--- config.mk ---
export PLATFORM = sky130hd
export DESIGN_NAME = iob_cache_axi_linefill
export DESIGN_NICKNAME = d
export VERILOG_FILES = /design/src/rtl/iob_cache_axi_linefill_pkg.sv /design/src/rtl/iob_cache_axi_linefill_beat_counter.sv /design/src/rtl/iob_cache_axi_linefill.sv
export SDC_FILE = /design/constraint.sdc
export NUM_CORES = 1
export LEC_CHECK = 0
export BUFFER_PORTS_ARGS = -buffer_cell sky130_fd_sc_hd__buf_2
export CAP_MARGIN = 10
export CORE_ASPECT_RATIO = 1.5
export CORE_MARGIN = 10
export CORE_UTILIZATION = 35
export DETAILED_ROUTE_END_ITERATION = 12
export HOLD_SLACK_MARGIN = 0.08
export PLACE_DENSITY = 0.73
export SLEW_MARGIN = 20
export SYNTH_ARGS = -nofsm -noshare
export SYNTH_HDL_FRONTEND = slang
export SYNTH_HIERARCHICAL = 1
export SYNTH_SLANG_ARGS = --single-unit
--- constraint.sdc ---
create_clock -name clk -period 2.35 [get_ports clk]
set_input_delay 0.3525 -clock clk [delete_from_list [all_inputs] [get_ports clk]]
set_output_delay 0.3525 -clock clk [all_outputs]
set_load 0.05 [all_outputs]
--- src/rtl/iob_cache_axi_linefill_pkg.sv ---
// Shared constants for the AXI4 line-fill engine.
//   - AXI burst type encodings
//   - rresp error bit (set for both SLVERR and DECERR)
//   - FSM state encodings
//   - wrap_legal(): decides whether a WRAP burst can be used for a line size
package iob_cache_axi_linefill_pkg;

  localparam logic [1:0] BURST_INCR = 2'b01;
  localparam logic [1:0] BURST_WRAP = 2'b10;

  // rresp[1] is set for SLVERR (2'b10) and DECERR (2'b11)
  localparam int RESP_ERR_BIT = 1;

  localparam logic [1:0] ST_IDLE = 2'd0;
  localparam logic [1:0] ST_ADDR = 2'd1;
  localparam logic [1:0] ST_DATA = 2'd2;
  localparam logic [1:0] ST_DONE = 2'd3;

  // AXI4 WRAP bursts must be 2, 4, 8 or 16 beats long
  function automatic bit wrap_legal(input int wrap_en, input int line2mem_w);
    return (wrap_en != 0) && (line2mem_w >= 1) && (line2mem_w <= 4);
  endfunction

endpackage

--- src/rtl/iob_cache_axi_linefill_beat_counter.sv ---
// Modular up-counter used to count accepted beats of a line fill.
// Ports:
//   clk, reset      clock, synchronous active-low reset
//   load_i          load load_val_i (takes priority over en_i)
//   load_val_i      value to load
//   en_i            advance by one; wraps to 0 after MAX
//   cnt_o           current count
//   tc_o            terminal count (cnt_o == MAX)
module iob_cache_axi_linefill_beat_counter #(
  parameter int             W   = 3,
  parameter logic [W-1:0]   MAX = '1
) (
  input  logic         clk,
  input  logic         reset,
  input  logic         load_i,
  input  logic [W-1:0] load_val_i,
  input  logic         en_i,
  output logic [W-1:0] cnt_o,
  output logic         tc_o
);

  logic [W-1:0] cnt_q, cnt_d;

  always_comb begin
    cnt_d = cnt_q;
    if (load_i)    cnt_d = load_val_i;
    else if (en_i) cnt_d = (cnt_q == MAX) ? '0 : cnt_q + W'(1);
  end

  always_ff @(posedge clk) begin
    if (!reset) cnt_q <= '0;
    else        cnt_q <= cnt_d;
  end

  assign cnt_o = cnt_q;
  assign tc_o  = (cnt_q == MAX);

endmodule

--- src/rtl/iob_cache_axi_linefill.sv ---
// AXI4 read-channel line-fill engine. Fetches one cache line as a single
// burst (critical-beat-first WRAP when legal, else INCR from the line base)
// and streams the beats into the cache line write port.
// Ports:
//   clk, reset                 clock, synchronous active-low reset
//   replace_valid/replace_addr line-fill request, beat address of missed word
//   replace                    engine busy
//   read_valid/read_addr/read_rdata  beat write strobe, beat index, data
//   crit_valid                 pulse when the requested beat is written
//   fill_err                   pulse at fill end if any beat was bad
//   m_axi_ar*                  AXI read address channel
//   m_axi_r*                   AXI read data channel (rid ignored)
module iob_cache_axi_linefill
  import iob_cache_axi_linefill_pkg::*;
#(
  parameter int ADDR_W     = 32,
  parameter int DATA_W     = 32,
  parameter int BYTE_W     = $clog2(DATA_W / 8),  // derived, do not override
  parameter int LINE2MEM_W = 3,
  parameter int WRAP_EN    = 1,
  parameter int AXI_ID_W   = 1,
  parameter int AXI_ID     = 0,
  parameter int AXI_LEN_W  = 8
) (
  input  logic                             clk,
  input  logic                             reset,
  input  logic                             replace_valid,
  input  logic [ADDR_W-BYTE_W-1:0]         replace_addr,
  output logic                             replace,
  output logic                             read_valid,
  output logic [((LINE2MEM_W>0)?LINE2MEM_W:1)-1:0] read_addr,
  output logic [DATA_W-1:0]                read_rdata,
  output logic                             crit_valid,
  output logic                             fill_err,
  output logic                             m_axi_arvalid,
  input  logic                             m_axi_arready,
  output logic [ADDR_W-1:0]                m_axi_araddr,
  output logic [AXI_LEN_W-1:0]             m_axi_arlen,
  output logic [2:0]                       m_axi_arsize,
  output logic [1:0]                       m_axi_arburst,
  output logic [AXI_ID_W-1:0]              m_axi_arid,
  input  logic                             m_axi_rvalid,
  output logic                             m_axi_rready,
  input  logic [DATA_W-1:0]                m_axi_rdata,
  input  logic [1:0]                       m_axi_rresp,
  input  logic                             m_axi_rlast,
  input  logic [AXI_ID_W-1:0]              m_axi_rid
);

  localparam int          RA_W     = (LINE2MEM_W > 0) ? LINE2MEM_W : 1;
  localparam int          BA_W     = ADDR_W - BYTE_W;
  localparam int unsigned BEATS    = 1 << LINE2MEM_W;
  localparam logic [RA_W-1:0] LAST = RA_W'(BEATS - 1);
  localparam logic [BA_W-1:0] LMASK = BA_W'(BEATS - 1);
  localparam bit          USE_WRAP = wrap_legal(WRAP_EN, LINE2MEM_W);

  logic [1:0]      state_q, state_d;
  logic [BA_W-1:0] addr_q, addr_d;
  logic            err_q, err_d;

  logic            start, beat, last_beat;
  logic [RA_W-1:0] cnt, base, crit_off;
  logic [BA_W-1:0] ar_beat;
  logic            unused_in;

  assign unused_in = ^{m_axi_rid, m_axi_rresp[0]};

  assign start = (state_q == ST_IDLE) & replace_valid;
  assign beat  = (state_q == ST_DATA) & m_axi_rvalid;

  // Counts accepted beats 0..BEATS-1; tc marks the final beat, so the fill
  // length is fixed by the count and not by rlast.
  iob_cache_axi_linefill_beat_counter #(
    .W   (RA_W),
    .MAX (LAST)
  ) u_beat_cnt (
    .clk        (clk),
    .reset      (reset),
    .load_i     (start),
    .load_val_i ('0),
    .en_i       (beat),
    .cnt_o      (cnt),
    .tc_o       (last_beat)
  );

  // Beat index = first beat of the burst + beats accepted, modulo line size.
  // A WRAP burst starts at the critical beat, INCR starts at beat 0.
  assign crit_off  = (LINE2MEM_W == 0) ? '0 : addr_q[RA_W-1:0];
  assign base      = USE_WRAP ? crit_off : '0;
  assign read_addr = base + cnt;

  always_comb begin
    state_d = state_q;
    addr_d  = addr_q;
    err_d   = err_q;
    case (state_q)
      ST_IDLE: if (replace_valid) begin
        addr_d  = replace_addr;
        err_d   = 1'b0;
        state_d = ST_ADDR;
      end
      ST_ADDR: if (m_axi_arready) state_d = ST_DATA;
      ST_DATA: if (m_axi_rvalid) begin
        // rlast must be high exactly on the counted final beat
        err_d = err_q | m_axi_rresp[RESP_ERR_BIT] | (m_axi_rlast != last_beat);
        if (last_beat) state_d = ST_DONE;
      end
      ST_DONE: begin
        err_d   = 1'b0;
        state_d = ST_IDLE;
      end
      default: state_d = ST_IDLE;
    endcase
  end

  always_ff @(posedge clk) begin
    if (!reset) begin
      state_q <= ST_IDLE;
      addr_q  <= '0;
      err_q   <= 1'b0;
    end else begin
      state_q <= state_d;
      addr_q  <= addr_d;
      err_q   <= err_d;
    end
  end

  assign ar_beat = USE_WRAP ? addr_q : (addr_q & ~LMASK);

  // AR payload is driven only while arvalid is up so every output reads 0
  // when idle or in reset.
  assign replace       = (state_q != ST_IDLE);
  assign m_axi_arvalid = (state_q == ST_ADDR);
  assign m_axi_araddr  = m_axi_arvalid ? (ADDR_W'(ar_beat) << BYTE_W) : '0;
  assign m_axi_arlen   = m_axi_arvalid ? AXI_LEN_W'(BEATS - 1) : '0;
  assign m_axi_arsize  = m_axi_arvalid ? 3'(BYTE_W) : '0;
  assign m_axi_arburst = m_axi_arvalid ? (USE_WRAP ? BURST_WRAP : BURST_INCR) : '0;
  assign m_axi_arid    = m_axi_arvalid ? AXI_ID_W'(AXI_ID) : '0;
  assign m_axi_rready  = (state_q == ST_DATA);

  assign read_valid = beat;
  assign read_rdata = (state_q == ST_DATA) ? m_axi_rdata : '0;
  assign crit_valid = beat & (read_addr == crit_off);
  assign fill_err   = (state_q == ST_DONE) & err_q;

endmodule
==> results by group, run 1 <==
Run status
  – Run status: finished, final reports clean

Critical path
  – Setup crit start kind: flip-flop
  – CP Data Required Time: 2.00 ns
  – CP endpoint kind: output pin
  – Crit path DAT: 1.87 ns
  – Largest fanout on the critical path: 4
  – CP max stage delay: 0.45 ns
  – Crit path kind: flip-flop to output pin
  – Critical path, cell by cell: ha_1 > inv_1 > fa_2 > xnor2_1 > nor3_4 > buf_6
  – Reg2reg setup slack: 0.72 ns
  – Crit path max-delay cell type: fa_2

CTS
  – Clk slew on worst S/H paths: 0.07 ns
  – Hold_buf cts: 0
  – Worst-skew pair later-pin latency: 0.28 ns
  – CTS tree: yes
  – CTS Root Cell: clkbuf_8
  – CTS max path bufs: 2
  – TritonCTS Sinks: 36
  – Total CTS buffers: 5
  – H-tree levels: 2

Cells and area
  – Final #Nets: 489
  – Final Non-Filler Cells: 484
  – P&R area growth vs syn: 37.99%
  – Most common cell after layout, fill and taps aside: buf_2
  – Layout cells sized above 1: 0.4049
  – Most frequent cells in the layout: buf_2, nand2_1, and2_1, dfxtp_1, a21boi_1
  – Inserted Diodes: 0
  – Filler cells: 607

Power and ir drop
  – Maximum VDD drop: 794.1 uV
  – Leak: 1.658 nW
  – Power Total: 3.491 mW
  – PD cells: 1159 nW/um^2

Logic synthesis
  – Syn Std Cell Area: 2183 sq um
  – Synthesis warning total: 6
  – #FFs+latches synth: 36
  – Number of flops mapped to enable cells by yosys: 0
  – Async SR Flop Fraction: 0
  – Post-Syn Instances: 274
  – Dominant synthesized flop cell: dfxtp_1
  – Distinct cells, synth: 32
  – Syn_area_per_cell: 7.968 sq um
  – Sequential fraction of the synthesis area: 0.3301

STA
  – Fin Setup TNS: 0 ns
  – Min Tclk post-route: 2.223 ns
  – Slew HR: 0.5812
  – Fmax: 449.9 MHz
  – Fin. Hold Viols: 0
  – Slew @ Worst Pin: 0.6273 ns
  – RSZ-0062 raised after global routing: false
  – Final setup vio count: 0
  – Worst Clk Skew: 0.003258 ns
  – Fin crit share: 0.9458
  – Pins Over Slew Limit: 0

Global route
  – Vias in the first global route: 2,287
  – All-layer global routing usage: 0.1303
  – GRT overflow: 0
  – Initial antenna violation count: 0
  – Largest net degree at the start of global routing: 40
  – First-pass GRT wire length: 10,650 um

Placement
  – Cell total after placement: 476
  – IO buf count: 144
  – DP Wirelength: 5349 um
  – RePlAce Congestion: 0.7582

Die
  – Die Wd: 84.49 um
  – Num rows: 35
  – Core area: 6087 sq um
  – Full die area: 9863 sq um
  – Io pins: 158
  – Die Span Y: 116.7 um
  – Initial Utilization: 0.3587

Detailed routing
  – DR WL/cell: 13.83 um
  – Vias per Instance: 4.488
  – Post-route ant nets: 0
  – DR iter-0 viols: 85
  – Routed wire length: 6694 um
  – Drt pass-1 iters: 4
  – DR vias: 2,172
  – DRC viols: 0

Min path
  – Hold crit path type: input pin to flip-flop

Flow run
  – Max-cap violations: 0
kinds of logic after synthesis:
| logic type | Yosys count | share of synthesized area |
|---|---|---|
| fa+ha+maj | 9 | 0.05502 |
| flops | 36 | 0.3301 |
| mux | 3 | 0.01433 |
| simple gates | 142 | 0.3370 |
| other cells | 1 | 0.001718 |
| xor+xnor | 5 | 0.02006 |
| buf+inv | 41 | 0.1043 |
| compound gates | 37 | 0.1375 |
worst paths after layout:
kind | startpoint | to | cells after the start
max reg2reg | state_q[0] | u_beat_cnt/cnt_o[1] | 5
max | addr_q[0] | crit_valid | 6
min reg2reg | addr_q[7] | addr_q[7] | 2
min | replace_addr[15] | addr_q[15] | 3
registers in the layout (all words and copies together) (netlist names):
register / flops
addr_q: 30
err_q: 1
state_q: 2
u_beat_cnt/cnt_o: 3
through the flow:
| stage | instance area, sq um | utilization | hold slack (ns) | worst slack [ns] |
|---|---|---|---|---|
| 2_1_floorplan | 2241 | - | 0.4305 | 0.09211 |
| 3_3_place_gp | 2883 | 0.4736 | 0.4362 | 0.2801 |
| 4_1_cts | 3004 | 0.4935 | 0.2846 | 0.009412 |
| 5_1_grt | 3013 | 0.4950 | 0.2883 | 0.03409 |
| 6_report | 3013 | 0.4950 | 0.2979 | 0.1273 |
| 3_5_place_dp | 2883 | 0.4736 | 0.4416 | 0.2324 |
power breakdown:
part	switching, mW	internal (mW)
Clock	0.221	0.314
Combinational	1.60	0.533
Sequential	0.0795	0.741
cell type report:
type / instances / area, sq um / share of cell area
well taps: 74 / 92.59 / 0.03073
multi-input cells: 210 / 1303 / 0.4323
inverters: 9 / 33.78 / 0.01121
clock buffers: 5 / 68.82 / 0.02284
flip-flops and latches: 36 / 723.2 / 0.2400
repair buffers: 147 / 749.5 / 0.2488
clock inverters: 3 / 42.54 / 0.01412
synthesized netlist by cell type, types with 2 or more instances:
cell type | instances | share of area
nor2b_1 | 3 | 0.0086
xnor2_1 | 2 | 0.0080
o311a_1 | 2 | 0.0092
dfxtp_1 | 36 | 0.33
and2_1 | 63 | 0.18
buf_4 | 18 | 0.062
a21boi_0 | 8 | 0.028
buf_2 | 4 | 0.0092
ha_1 | 8 | 0.046
mux2i_1 | 2 | 0.0092
a21boi_1 | 22 | 0.076
nand2_1 | 67 | 0.12
xor2_1 | 3 | 0.012
clkbuf_1 | 9 | 0.015
inv_1 | 8 | 0.014
nand2b_1 | 3 | 0.0086
metal layers:
metal / track usage / wire length [um] / up-vias
li1: - / - / 1095
met1: 0.1185 / 2340 / 962
met2: 0.2403 / 3456 / 111
met3: 0.07327 / 836 / 4
met4: 0.03965 / 59 / 0
met5: 0 / 0 / -
what timing repair did:
| action | 4_1_cts | 5_1_grt |
|---|---|---|
| pin swaps | 0 | 1 |
| hold endpoints to repair | 0 | 0 |
| buffers inserted | 0 | 0 |
| gates cloned | 0 | 0 |
| endpoints found under the setup margin | 1 | 2 |
| gates resized for setup | 2 | 4 |
worst max-delay path, delay by kind of cell (launching register included):
family        cells  cell delay (ns)
fa+ha+maj         2             0.64
simple gates      1             0.18
flops             1             0.34
buf+inv           2             0.24
xor+xnor          1             0.19
Note: power is estimated with default switching activity, not from simulation.
==> inputs of run 2 (changes only) <==
--- a/config.mk
+++ b/config.mk
@@ -9,10 +9,10 @@
 export CAP_MARGIN = 10
 export CORE_ASPECT_RATIO = 1.5
 export CORE_MARGIN = 10
-export CORE_UTILIZATION = 35
+export CORE_UTILIZATION = 44
 export DETAILED_ROUTE_END_ITERATION = 12
 export HOLD_SLACK_MARGIN = 0.08
-export PLACE_DENSITY = 0.73
+export PLACE_DENSITY = 0.88
 export SLEW_MARGIN = 20
 export SYNTH_ARGS = -nofsm -noshare
 export SYNTH_HDL_FRONTEND = slang
==> constraint.sdc (replaced) <==
create_clock -name clk -period 2.6 [get_ports clk]
set_input_delay 0.39 -clock clk [delete_from_list [all_inputs] [get_ports clk]]
set_output_delay 0.39 -clock clk [all_outputs]
set_load 0.05 [all_outputs]
==> run 2 against run 1 <==
  * Via count decreased by 0.74%
  * Sequential cell count unchanged
  * Clock power decreased by 9.2%
==> results by group, run 2 (same netlist as run 1, synthesis figures left out) <==
Run status
  – Run status: finished, final reports clean

Die
  – Full die area: 8238 sq um
  – Num rows: 31
  – Io pins: 158
  – Core area: 4810 sq um
  – Initial Utilization: 0.4540
  – Die Span Y: 106.3 um
  – Die Wd: 77.52 um

Cells and area
  – Most frequent cells in the layout: buf_2, nand2_1, and2_1, dfxtp_1, a21boi_1
  – Most common cell after layout, fill and taps aside: buf_2
  – Final #Nets: 489
  – Inserted Diodes: 0
  – Filler cells: 467
  – Area of the multi-input gates: 1284 sq um
  – Layout cells sized above 1: 0.3927
  – P&R area growth vs syn: 36.27%
  – Sequential Area: 720.7 sq um
  – Max reg flops: 30
  – Most flops, register: addr_q

STA
  – Fin Setup TNS: 0 ns
  – Fin crit share: 0.9460
  – Fmax: 406.5 MHz
  – Worst Clk Skew: 0.004732 ns
  – RSZ-0062 raised after global routing: false
  – Final setup vio count: 0
  – Pins Over Slew Limit: 0
  – Min Tclk post-route: 2.460 ns
  – Slew HR: 0.5910
  – Slew @ Worst Pin: 0.6127 ns
  – Fin. Hold Viols: 0
  – Final setup margin: 0.1403 ns

Critical path
  – Largest fanout on the critical path: 4
  – CP Data Required Time: 2.21 ns
  – Crit path kind: flip-flop to output pin
  – Crit path DAT: 2.07 ns
  – Setup crit start kind: flip-flop
  – Reg2reg setup slack: 0.97 ns
  – CP endpoint kind: output pin

Placement
  – DP Wirelength: 5507 um
  – Pre-CTS setup slack: 0.4377 ns
  – RePlAce Congestion: 0.7464
  – IO buf count: 144

CTS
  – CTS tree: yes
  – Clk slew on worst S/H paths: 0.07 ns
  – Worst-skew pair later-pin latency: 0.28 ns
  – CTS Root Cell: clkbuf_8
  – Total CTS buffers: 5
  – Post-cts sizing count: 0
  – CTS max path bufs: 2
  – Post-CTS Setup Inserts: 0
  – Hold_buf cts: 0
  – H-tree levels: 2
  – TritonCTS Sinks: 36

Min path
  – Hold crit path type: input pin to flip-flop

Detailed routing
  – Drt pass-1 iters: 4
  – Post-route ant nets: 0
  – DR WL/cell: 13.96 um
  – Vias per Instance: 4.529
  – DR vias: 2,156
  – DRC viols: 0
  – DR iter-0 viols: 84
  – Routed wire length: 6646 um

Flow run
  – Max-cap violations: 0

Global route
  – GRT overflow: 0
  – Largest net degree at the start of global routing: 40
  – Vias in the first global route: 2,251
  – First-pass GRT wire length: 10,600 um
  – All-layer global routing usage: 0.1544
  – Initial antenna violation count: 0

Power and ir drop
  – Maximum VDD drop: 996.6 uV
  – Leak: 1.654 nW
  – PD cells: 1054 nW/um^2
[run 2: cell counts in the layout (fill, tap and decap cells not counted)]
No cell type changed its count.
[run 2: metal layers]
layer | vias up | track usage | share of wire | wire length, um
met1 | 942 | 0.1275 | 0.33 | 2214
li1 | 1099 | - | - | -
met2 | 109 | 0.2962 | 0.52 | 3464
met3 | 6 | 0.09359 | 0.13 | 888
met4 | 0 | 0.04319 | 0.012 | 78
met5 | - | 0 | 0 | 0
[run 2: cell type report]
type	count	area share
clock buffer	5	0.02313
inverter	9	0.01135
timing repair buffer	147	0.2498
sequential	36	0.2422
multi-input combinational	210	0.4315
tap	66	0.02775
clock inverter	3	0.01430
[run 2: path summary, 6_finish.rpt]
check	from	end	cells past startpoint
max	u_beat_cnt/cnt_o[0]	crit_valid	7
min	replace_addr[9]	addr_q[9]	3
max reg2reg	state_q[0]	u_beat_cnt/cnt_o[0]	5
min reg2reg	addr_q[6]	addr_q[6]	2
[run 2: power breakdown]
part	internal (mW)	switching [mW]
combinational	0.475	1.44
sequential	0.668	0.0703
clock	0.284	0.202
[run 2: through the flow]
step                instances  power (mW)  cell area, sq um  hold WS [ns]    util
floorplan                 287       2.336              2232        0.4305       -
global placement          468       2.642              2864        0.4362  0.5955
detailed placement        468       2.693              2864        0.4421  0.5955
CTS                       476       3.184              2975        0.3265  0.6186
global route              476       3.344              2975        0.3330  0.6186
finish                    476       3.135              2975        0.3357  0.6186
[run 2: worst max-delay path, stage by stage, from the launching register on]
cell and delay, ns:
dfxtp_1 0.40, ha_1 0.17, inv_1 0.05, fa_1 0.39, xor2_1 0.23, nand2_1 0.10
nor3_2 0.17, buf_2 0.28
==> inputs of run 3 (changes only) <==
--- a/config.mk
+++ b/config.mk
@@ -11,6 +11,7 @@
 export CORE_MARGIN = 10
 export CORE_UTILIZATION = 44
 export DETAILED_ROUTE_END_ITERATION = 12
+export GPL_TIMING_DRIVEN = 0
 export HOLD_SLACK_MARGIN = 0.08
 export PLACE_DENSITY = 0.88
 export SLEW_MARGIN = 20
==> run 3 against run 2 <==
  * Global-route usage increased by 1.1 points
  * Highest routed layer unchanged
  * Clock skew is 0.0018 ns lower
  * Cell count grew 5.9%
  * Combinational power up 6%
==> results by group, run 3 (same netlist as run 1, synthesis figures left out) <==
Cells and area
  – Most frequent cells in the layout: buf_2, nand2_1, and2_1, dfxtp_1, a21boi_1
  – Most flops, register: addr_q
  – Max reg flops: 30
  – Final #Nets: 518
  – Filler cells: 450
  – Area of the multi-input gates: 1284 sq um
  – Post-route cell area: 3132 sq um
  – Most common cell after layout, fill and taps aside: buf_2
  – Inserted Diodes: 0
  – Sequential Area: 720.7 sq um
  – Fin util: 0.6511
  – P&R area growth vs syn: 43.44%
  – Layout cells sized above 1: 0.4110

Detailed routing
  – Post-route ant nets: 0
  – Routed wire length: 6990 um
  – DR WL/cell: 13.87 um
  – DRC viols: 0
  – DR vias: 2,253
  – Vias per Instance: 4.470
  – Drt pass-1 iters: 4
  – DR iter-0 viols: 60

CTS
  – Post-cts sizing count: 0
  – H-tree levels: 2
  – Worst-skew pair later-pin latency: 0.28 ns
  – Clk slew on worst S/H paths: 0.07 ns
  – CTS max path bufs: 2
  – Total CTS buffers: 5
  – Post-CTS Setup Inserts: 0
  – Hold_buf cts: 0
  – CTS tree: yes
  – TritonCTS Sinks: 36
  – CTS Root Cell: clkbuf_8

Placement
  – IO buf count: 144
  – DP Wirelength: 6048 um
  – RePlAce Congestion: 0.7754
  – DP Area: 3035 sq um

Power and ir drop
  – Power Total: 3.182 mW
  – PD cells: 1016 nW/um^2
  – Maximum VDD drop: 585.4 uV
  – Leak: 1.760 nW

Critical path
  – CP Data Required Time: 2.21 ns
  – Crit path kind: flip-flop to output pin
  – Crit path DAT: 2.03 ns
  – Setup crit start kind: flip-flop
  – Reg2reg setup slack: 0.91 ns
  – CP endpoint kind: output pin
  – CP max stage delay: 0.41 ns
  – Crit path max-delay cell type: dfxtp_1
  – Largest fanout on the critical path: 4
  – Critical path, cell by cell: ha_1 > inv_1 > fa_1 > xor2_1 > nand2_1 > nor3_2 > buf_2

Global route
  – GRT overflow: 0
  – First-pass GRT wire length: 11,300 um
  – Largest net degree at the start of global routing: 16
  – Vias in the first global route: 2,459
  – Initial antenna violation count: 0
  – All-layer global routing usage: 0.1651

STA
  – Fin Setup TNS: 0 ns
  – Worst Clk Skew: 0.002951 ns
  – Fin. Hold Viols: 0
  – Final setup vio count: 0
  – RSZ-0062 raised after global routing: false
  – Pins Over Slew Limit: 0
  – Fin crit share: 0.9293
  – Min Tclk post-route: 2.416 ns
  – Fin Hold WS: 0.3439 ns
  – Fmax: 413.9 MHz

Die
  – Full die area: 8238 sq um
  – Core area: 4810 sq um
  – Die Span Y: 106.3 um
  – Initial Utilization: 0.4540
  – Die Wd: 77.52 um
  – Io pins: 158
  – Num rows: 31

Min path
  – Hold crit path type: input pin to flip-flop

Run status
  – Run status: finished, final reports clean

Flow run
  – Max-cap violations: 0
[run 3: worst max-delay path, delay by kind of cell, from the launching register on]
family,cells,cell delay (ns)
fa+ha+maj,2,0.53
flops,1,0.41
buf+inv,2,0.32
simple gates,2,0.26
xor+xnor,1,0.22
[run 3: worst paths after layout]
kind,from,endpoint,cells after the start
worst min register to register,addr_q[28],addr_q[28],2
worst max-delay path,addr_q[0],crit_valid,7
worst max register to register,state_q[0],u_beat_cnt/cnt_o[2],5
worst min-delay path,replace_addr[16],addr_q[16],3
[run 3: layout make-up]
type                       instances  share of cell area
timing repair buffer             144              0.2301
buffer                            32             0.06193
tap                               66             0.02637
multi-input combinational        210              0.4099
clock buffer                       7             0.03076
inverter                           9             0.01079
sequential                        36              0.2301
[run 3: power by group]
| part | total, mW | internal, mW | switching [mW] |
|---|---|---|---|
| Sequential | 0.740 | 0.668 | 0.0719 |
| Clock | 0.419 | 0.236 | 0.183 |
| Combinational | 2.02 | 0.558 | 1.46 |
| Total | 3.18 | 1.46 | 1.72 |
[run 3: layer usage]
metal / up-vias / track usage / share of wire
met1: 981 / 0.1417 / 0.34
li1: 1154 / - / -
met3: 7 / 0.09022 / 0.12
met4: 0 / 0.04319 / 0.012
met2: 111 / 0.3183 / 0.53
met5: - / 0 / 0
[run 3: metrics by stage]
| step | instances | worst slack [ns] |
|---|---|---|
| after floorplan | 287 | 0.04222 |
| after global placement | 497 | 0.5131 |
| after detailed placement | 497 | 0.4721 |
| after CTS | 504 | 0.1616 |
| after global routing | 504 | 0.03565 |
| final | 504 | 0.1839 |
